===== src/rtl/hq_cmac_pkg.sv =====
// hq_cmac_pkg: shared state encoding, default number format and saturation bounds
package hq_cmac_pkg;
    typedef enum logic [1:0] {IDLE, ACCUM, DRAIN, OUT} state_t;
    localparam int DEF_DW = 16;
    localparam int DEF_FRAC = 8;
    function automatic longint sat_hi(input int dw);
        return (longint'(1) <<< (dw - 1)) - 1;
    endfunction
    function automatic longint sat_lo(input int dw);
        return -(longint'(1) <<< (dw - 1));
    endfunction
endpackage


===== src/rtl/hq_cmac_engine_cmul.sv =====
// hq_cmul_stage: registered complex multiply, full-precision products shifted down by FRAC
module hq_cmul_stage
    import hq_cmac_pkg::*;
#(
    parameter int DW = DEF_DW,
    parameter int FRAC = DEF_FRAC,
    parameter int AW = DW + 4
) (
    input logic clk,
    input logic rst,
    input logic en,
    input logic signed [DW-1:0] a_r,
    input logic signed [DW-1:0] a_i,
    input logic signed [DW-1:0] b_r,
    input logic signed [DW-1:0] b_i,
    output logic signed [AW-1:0] p_r,
    output logic signed [AW-1:0] p_i
);
    localparam int PW = 2 * DW + 1;
    logic signed [PW-1:0] ar, ai, br, bi;
    logic signed [AW-1:0] m_r, m_i;
    assign ar = PW'(a_r);
    assign ai = PW'(a_i);
    assign br = PW'(b_r);
    assign bi = PW'(b_i);
    // arithmetic shift on the full-width result gives floor rounding
    assign m_r = AW'((ar * br - ai * bi) >>> FRAC);
    assign m_i = AW'((ar * bi + ai * br) >>> FRAC);
    always_ff @(posedge clk) begin
        if (rst) begin
            p_r <= '0;
            p_i <= '0;
        end else if (en) begin
            p_r <= m_r;
            p_i <= m_i;
        end
    end
endmodule


===== src/rtl/hq_cmac_engine.sv =====
// hq_cmac_engine: batched complex MAC producing NCOL dot products of NT terms each
module hq_cmac_engine
    import hq_cmac_pkg::*;
#(
    parameter int DW = DEF_DW,
    parameter int FRAC = DEF_FRAC,
    parameter int NT = 2,
    parameter int NCOL = 4,
    parameter int SAT = 1
) (
    input logic clk,
    input logic rst,
    input logic start,
    input logic in_valid,
    output logic in_ready,
    input logic signed [DW-1:0] a_r,
    input logic signed [DW-1:0] a_i,
    input logic signed [DW-1:0] b_r,
    input logic signed [DW-1:0] b_i,
    output logic out_valid,
    input logic out_ready,
    output logic [NCOL*DW-1:0] out_r,
    output logic [NCOL*DW-1:0] out_i,
    output logic busy,
    output logic done
);
    localparam int AW = DW + 4;
    localparam int TW = NT > 1 ? $clog2(NT) : 1;
    localparam int SW = NCOL > 1 ? $clog2(NCOL) : 1;
    localparam logic signed [AW-1:0] HI = AW'(sat_hi(DW));
    localparam logic signed [AW-1:0] LO = AW'(sat_lo(DW));
    state_t state, state_n;
    logic [TW-1:0] term;
    logic [SW-1:0] slot, p_slot, a_slot;
    logic accept, p_vld, p_first, p_last, a_wr, last_wr;
    logic signed [AW-1:0] p_r, p_i, acc_r, acc_i;
    logic [DW-1:0] w_r, w_i;

    assign accept = in_valid && in_ready;

    hq_cmul_stage #(.DW(DW), .FRAC(FRAC), .AW(AW)) u_cmul (
        .clk(clk), .rst(rst), .en(accept),
        .a_r(a_r), .a_i(a_i), .b_r(b_r), .b_i(b_i),
        .p_r(p_r), .p_i(p_i)
    );

    always_ff @(posedge clk) begin
        if (rst) state <= IDLE;
        else state <= state_n;
    end

    always_comb begin
        state_n = state;
        case (state)
            IDLE: state_n = start ? ACCUM : IDLE;
            ACCUM: state_n = accept && term == TW'(NT - 1) && slot == SW'(NCOL - 1) ? DRAIN : ACCUM;
            DRAIN: state_n = last_wr ? OUT : DRAIN;
            OUT: state_n = out_ready ? IDLE : OUT;
            default: state_n = IDLE;
        endcase
    end

    always_comb begin
        in_ready = state == ACCUM;
        out_valid = state == OUT;
        busy = state != IDLE;
    end

    // slot value as written: clamped to DW when saturating, otherwise the low DW bits
    assign w_r = SAT != 0 ? (acc_r > HI ? HI[DW-1:0] : acc_r < LO ? LO[DW-1:0] : acc_r[DW-1:0]) : acc_r[DW-1:0];
    assign w_i = SAT != 0 ? (acc_i > HI ? HI[DW-1:0] : acc_i < LO ? LO[DW-1:0] : acc_i[DW-1:0]) : acc_i[DW-1:0];

    always_ff @(posedge clk) begin
        if (rst) begin
            term <= '0;
            slot <= '0;
            p_vld <= 1'b0;
            p_first <= 1'b0;
            p_last <= 1'b0;
            p_slot <= '0;
            acc_r <= '0;
            acc_i <= '0;
            a_wr <= 1'b0;
            a_slot <= '0;
            last_wr <= 1'b0;
            out_r <= '0;
            out_i <= '0;
            done <= 1'b0;
        end else begin
            if (accept) begin
                term <= term == TW'(NT - 1) ? '0 : term + 1'b1;
                if (term == TW'(NT - 1)) slot <= slot == SW'(NCOL - 1) ? '0 : slot + 1'b1;
            end
            p_vld <= accept;
            p_first <= term == '0;
            p_last <= term == TW'(NT - 1);
            p_slot <= slot;
            if (p_vld) begin
                acc_r <= p_first ? p_r : acc_r + p_r;
                acc_i <= p_first ? p_i : acc_i + p_i;
            end
            a_wr <= p_vld && p_last;
            a_slot <= p_slot;
            if (a_wr) begin
                out_r[a_slot*DW +: DW] <= w_r;
                out_i[a_slot*DW +: DW] <= w_i;
            end
            last_wr <= a_wr && a_slot == SW'(NCOL - 1);
            done <= state == OUT && out_ready;
        end
    end
endmodule


===== config.mk =====
export PLATFORM = sky130hd
export DESIGN_NAME = hq_cmac_engine
export DESIGN_NICKNAME = d
export VERILOG_FILES = /design/src/rtl/hq_cmac_pkg.sv /design/src/rtl/hq_cmac_engine_cmul.sv /design/src/rtl/hq_cmac_engine.sv
export SDC_FILE = /design/constraint.sdc
export NUM_CORES = 2
export LEC_CHECK = 0
export BUFFER_PORTS_ARGS = -buffer_cell sky130_fd_sc_hd__buf_2
export CORE_UTILIZATION = 50
export DETAILED_ROUTE_END_ITERATION = 16
export PLACE_DENSITY_LB_ADDON = 0.08
export SETUP_SLACK_MARGIN = 0.02
export SLEW_MARGIN = 20
export SYNTH_ARGS = -nofsm -noshare
export SYNTH_HDL_FRONTEND = slang
export SYNTH_SLANG_ARGS = --single-unit
export TNS_END_PERCENT = 1

===== constraint.sdc =====
create_clock -name clk -period 21.9 [get_ports clk]
set_clock_uncertainty 0.05 [all_clocks]
set_input_delay 4.38 -clock clk [delete_from_list [all_inputs] [get_ports clk]]
set_output_delay 4.38 -clock clk [all_outputs]
set_load 0.01 [all_outputs]

After elaboration in Yosys (flattened, before gate mapping). Cells that the tools add are included.

Bits in registers: 223. Output and inout bits: 132. Input port bits: 69. Logic and storage cells: 65.

Bitwise logic cells: 1. Equal/unequal tests: 5. Muxes and demuxes: 15. Order comparisons: 4. Reduce and logical (&&, ||, !) cells: 9. Shift operators: 3. Add/subtract/negate cells: 7. Multiply operators: 4.

Operator list (count): 64-bit bitwise mux (2); 16-bit by 34-bit variable part select with 64-bit output (2); 16-bit by 16-bit multiplier with 28-bit output (4); 16-bit 2-to-1 mux (4); 16-bit by 34-bit variable shift with 64-bit output, first input constant (1); 20-bit adder (2); 20-bit by 16-bit > comparator with 1-bit output, second input constant (2); 20-bit by 16-bit less-than comparator with 1-bit output, second input constant (2); 20-bit 2-to-1 mux (2); 6-bit negator with 34-bit output (1); 28-bit adder (1); 28-bit subtractor (1); 2-bit == test, second input constant (4); 2-bit case mux with 4 select lines (1); 1-bit logical AND (6); 2-bit 2-to-1 mux (3); 1-bit 2-to-1 mux (3); 2-bit by 1-bit adder with 2-bit output, second input constant (1); 2-bit by 1-bit == test with 1-bit output, second input constant (1); 2-bit logical NOT (1); 2-bit AND reduction (1); 2-bit nonzero test (1); 1-bit adder, second input constant (1); 1-bit inverter (1).

Logic depth before layout (Yosys ltp).
Depth after elaboration: 6. Mapped depth: 28. Depth with buffers taken out: 27.

Hierarchy. A second synthesis with hierarchy kept.

Cells, all modules: 5036. Area total of the unflattened synthesis: 45770.1 µm².

Modules (own cells, without submodules): hq_cmul_stage (sequential area each 800.8 µm², cells an instance 4038, instances 1, area an instance 37053.0 µm²); hq_cmac_engine (sequential area each 3663.5 µm², cells an instance 998, instances 1, area an instance 8717.1 µm²).

Least setup slack after synthesis. No wires, ideal clock.

Kind: in2reg. From: input a_i[15]. To: register u_cmul.p_r[16]. Data required time: 21.733 ns. Path slack: 10.626 ns. Path buffers: 2. Arrival time: 11.107 ns. Setup time: 0.117 ns. Stages: 23. Path through: clkbuf_1 > clkbuf_1 > nand2_1 > inv_1 > fa_1 > fa_1 > fa_1 > fa_1 > fa_1 > fa_1 > fa_1 > fa_1 > inv_1 > ha_1 > nor3_1 > nor2_1 > a41oi_1 > o21ai_1 > a31o_2 > a21o_1 > a21oi_1 > xnor2_1 > a22o_1.

Word-level cells in the longest chain between the ends: 2.

RTL lines: start: declaration (line hq_cmac_engine.sv:17) `input logic signed [DW-1:0] a_i,`; 16-bit by 16-bit multiplier with 28-bit output (line hq_cmac_engine_cmul.sv:27) `assign m_r = AW'((ar * br - ai * bi) >>> FRAC);`; 28-bit subtractor (line hq_cmac_engine_cmul.sv:27); end signal: assignment (line hq_cmac_engine_cmul.sv:34) `p_r <= m_r;`; end: declaration (line hq_cmac_engine_cmul.sv:16) `output logic signed [AW-1:0] p_r,`.

No other way between the ends. A chain may end at the register's enable or synchronous reset.

Worst setup path after layout.
From: input b_i[0]. To: register u_cmul.p_r[19].

Word-level cells in the longest chain between the ends: 2.

RTL lines: start: declaration (line hq_cmac_engine.sv:19) `input logic signed [DW-1:0] b_i,`; 16-bit by 16-bit multiplier with 28-bit output (line hq_cmac_engine_cmul.sv:27); 28-bit subtractor (line hq_cmac_engine_cmul.sv:27).

No other way between the ends.

==> metrics.md <==
| Metric | Value |
|---|---|
| Status | completed |
| Clock sink total | roughly 220 |
| Worst-path fanout max | 32 |
| I/O pin count | 201 |
| Slowest CP cell | buf_2 |
| Layout overhead on the synthesized area | 5.85% |
| Worst-path clk slew | about 80 ps |
| Post-synthesis cell count | 4,967 |
| Initial Util | between 50% and 60% |
| H-tree Lvls | 1 |
| DRC viols | 0 |
| Crit-path most repeated cell | fa_1 |
| Critical Path Start Type | primary input |
| Synth area leaders | fa_1, dfxtp_1, inv_1 |
| Max-cap violations | 0 |
| Setup tns final | 0 ps |
| CORE AREA | between 80,000 and 90,000 um2 |
| Commonest cells in the netlist | inv_1, fa_1, nand2_1 |
| Yosys top cell by area | fa_1 |
| WS Path Type | primary input to flop |
| Post-route ant nets | 0 |
| Slowest cell delay on critical path | between 500 and 600 ps |
| Crit path time final | about 12,000 ps |
| DR WL/cell | between 15 and 20 um |
| Largest net degree at the start of global routing | 96 |
| Async SR Flop Fraction | 0% |
| Later-pin clock latency in the skew report | between 500 and 600 ps |
| Port Buffers | 200 |
| CTS tree | built |
| Vias in the first global route | between 30,000 and 40,000 |
| Syn Area/Cell | 9.12 um2 |
| Post-CTS sizing | 0 |
| Final Cycle Share | between 50% and 60% |
| Share of the synthesized area in the top cell type | between 40% and 50% |
| Sequential fraction of the synthesis area | 9.86% |
| Drt pass-1 iters | 5 |
| Num CTS Buffers | 25 |
| Longest Clk Path Bufs | 3 |
| Finish-stage setup viols | 0 |
| Main flop type after synthesis | dfxtp_1 |
| Endpoints failing hold | 0 |
| CP endpoint kind | flop |
| RSZ-0062 raised after global routing | no |
| Via Count | between 30,000 and 40,000 |
| Post-Route WL | about 120,000 um |
| CTS Root Cell | clkbuf_16 |
| Total track usage | between 20% and 30% |
| Hold Crit Class | flop to flop |
| DR vias/cell | about 5.2 |
| DRT iter0 DRCs | 1,788 |
| Synthesized net count | 6,365 |
| Number of synthesized flops with an enable pin | 0 |
| Top-count cell post-synth | inv_1 |
| Worst EP required | roughly 22,000 ps |
| Relative slew slack | around a third |
| DPL Wire Length | a little under 90,000 um |
| Initial antenna violation count | 10 |
| GRT overflow | 0 |
| FILL cells | around 8,600 |
| Nets@finish | about 6,400 |
| GPL Wtd Cong | 0.862 |
| CP cell instances | buf_2 -> nand2_1 -> inv_1 -> fa_1 -> fa_1 -> fa_1 -> fa_1 -> fa_1 -> fa_1 -> fa_1 -> fa_1 -> inv_1 -> ha_1 -> nand2_1 -> nor3_1 -> nand4_1 -> o21ai_1 -> a21boi_0 -> o21bai_1 -> a21oi_1 -> xnor2_1 -> a22o_1 |
| Die X | just over 300 um |
| Yosys warning total | 0 |
| Achievable Freq | ~86 MHz |
| Layout cells sized above 1 | 6.38% |
| Count of cell types in the netlist | 68 |
| Setup Fix Bufs, Post-CTS | 0 |
| Worst Max-Slew Pin Slew | between 900 and 1000 ps |
| First-pass GRT wire length | 193,000 um |
| Register bit total from synthesis | between 200 and 250 |
| # rows | 110 |
| Die height | 303 um |
| Die Area | about 90,000 um2 |
| Final slew viol count | 0 |
| Mapped Area | between 40,000 and 50,000 um2 |
| Critical Path AT | ~12,000 ps |
| Hold buffers post-CTS | 0 |
-- layout by cell type (no fill, tap or decap), drive strengths merged, types with 17 or more instances in the layout --
| cell | Yosys | layout |
|---|---|---|
| a22oi | 128 | 128 |
| fa | 1008 | 1008 |
| o211ai | 19 | 19 |
| nand2 | 544 | 544 |
| a211oi | 24 | 24 |
| inv | 1129 | 1132 |
| dfxtp | 223 | 223 |
| ha | 321 | 321 |
| xor2 | 33 | 33 |
| xnor2 | 114 | 114 |
| o21ai | 51 | 51 |
| a21oi | 81 | 81 |
| o21a | 39 | 39 |
| nor2b | 17 | 17 |
| buf | 5 | 245 |
| clkbuf | 264 | 33 |
| and2 | 511 | 511 |
| nand2b | 28 | 28 |
| nor3 | 24 | 24 |
| nor2 | 254 | 254 |
| a21o | 17 | 17 |
-- critical path: cells and delay by family --
| kind | cells | cell delay [ps] |
|---|---|---|
| adder cells (fa/ha/maj) | 9 | 4290 |
| AND/OR/NAND/NOR | 4 | 870 |
| buffers and inverters | 3 | 1110 |
| XOR/XNOR | 1 | 130 |
| AO/OA/AOI/OAI | 5 | 1210 |
-- sequential cells by signal, indices dropped and copies added, names as in the netlist --
| name | flops |
|---|---|
| last_wr | 1 |
| done | 1 |
| out_r | 64 |
| slot | 2 |
| p_vld | 1 |
| u_cmul.p_r | 20 |
| p_first | 1 |
| p_last | 1 |
| a_wr | 1 |
| out_i | 64 |
| acc_r | 20 |
| state | 2 |
| p_slot | 2 |
| acc_i | 20 |
| u_cmul.p_i | 20 |
| a_slot | 2 |
| term | 1 |
-- routing by layer --
| layer | wire length (um) | track usage, % | share of wire (%) |
|---|---|---|---|
| met1 | 51400 | 36.8 | 44 |
| met2 | 57100 | 46.5 | 49 |
| met3 | 5440 | 3.13 | 4.6 |
| met4 | 3700 | 7.04 | 3.1 |
| met5 | 69 | 0 | 0.059 |
-- path summary, 6_finish.rpt --
check        cells after the start                       start                           to  slack, ps
min                              1        p_slot[0]$_SDFF_PP0_         a_slot[0]$_SDFF_PP0_        390
max reg2reg                     12  u_cmul.p_r[0]$_SDFFE_PP0P_       acc_r[18]$_SDFFE_PP0P_      18650
min reg2reg                      1        p_slot[0]$_SDFF_PP0_         a_slot[0]$_SDFF_PP0_        390
max                             22                      b_i[0]  u_cmul.p_r[19]$_SDFFE_PP0P_      10300
-- metrics by stage --
| stage | utilization, % | hold WS [ps] | std cells | worst slack (ps) | instance area [um2] |
|---|---|---|---|---|---|
| 6_report | 53.3 | 388 | 6167 | 10300 | 47900 |
| 5_1_grt | 53.3 | 409 | 6166 | 9650 | 47900 |
| 4_1_cts | 53.3 | 391 | 6164 | 10260 | 47900 |
| 3_5_place_dp | 52.4 | 376 | 6119 | 9670 | 47100 |
| 3_3_place_gp | 52.4 | 367 | 6119 | 9730 | 47100 |
| 2_1_floorplan | - | 364 | 4967 | 10630 | 45300 |
-- final cells by class --
cell class                      count  area [um2]  share of cell area, %
Tap cell                         1176        1470                   3.07
Sequential cell                   223        4470                   9.32
Clock inverter                     12        92.6                  0.193
Clock buffer                       33         706                   1.47
Antenna cell                        3        7.51                 0.0157
Timing Repair Buffer              245        1350                   2.81
Inverter                         1129        4240                   8.84
Multi-Input combinational cell   3346       35600                   74.3
-- cells by family after synthesis --
group	after synthesis	synth area share, %
and+or+nand+nor	1438	15.5
buffers and inverters	1398	11.6
adders and majority gates	1329	53.4
AOI/OAI and AO/OA	416	6.40
DFF	223	9.86
xor gates and xnor gates	147	2.84
muxes	16	0.356
Power is not shown: default switching activity piles up to over one toggle a cycle in this logic, so the estimate is an artifact.
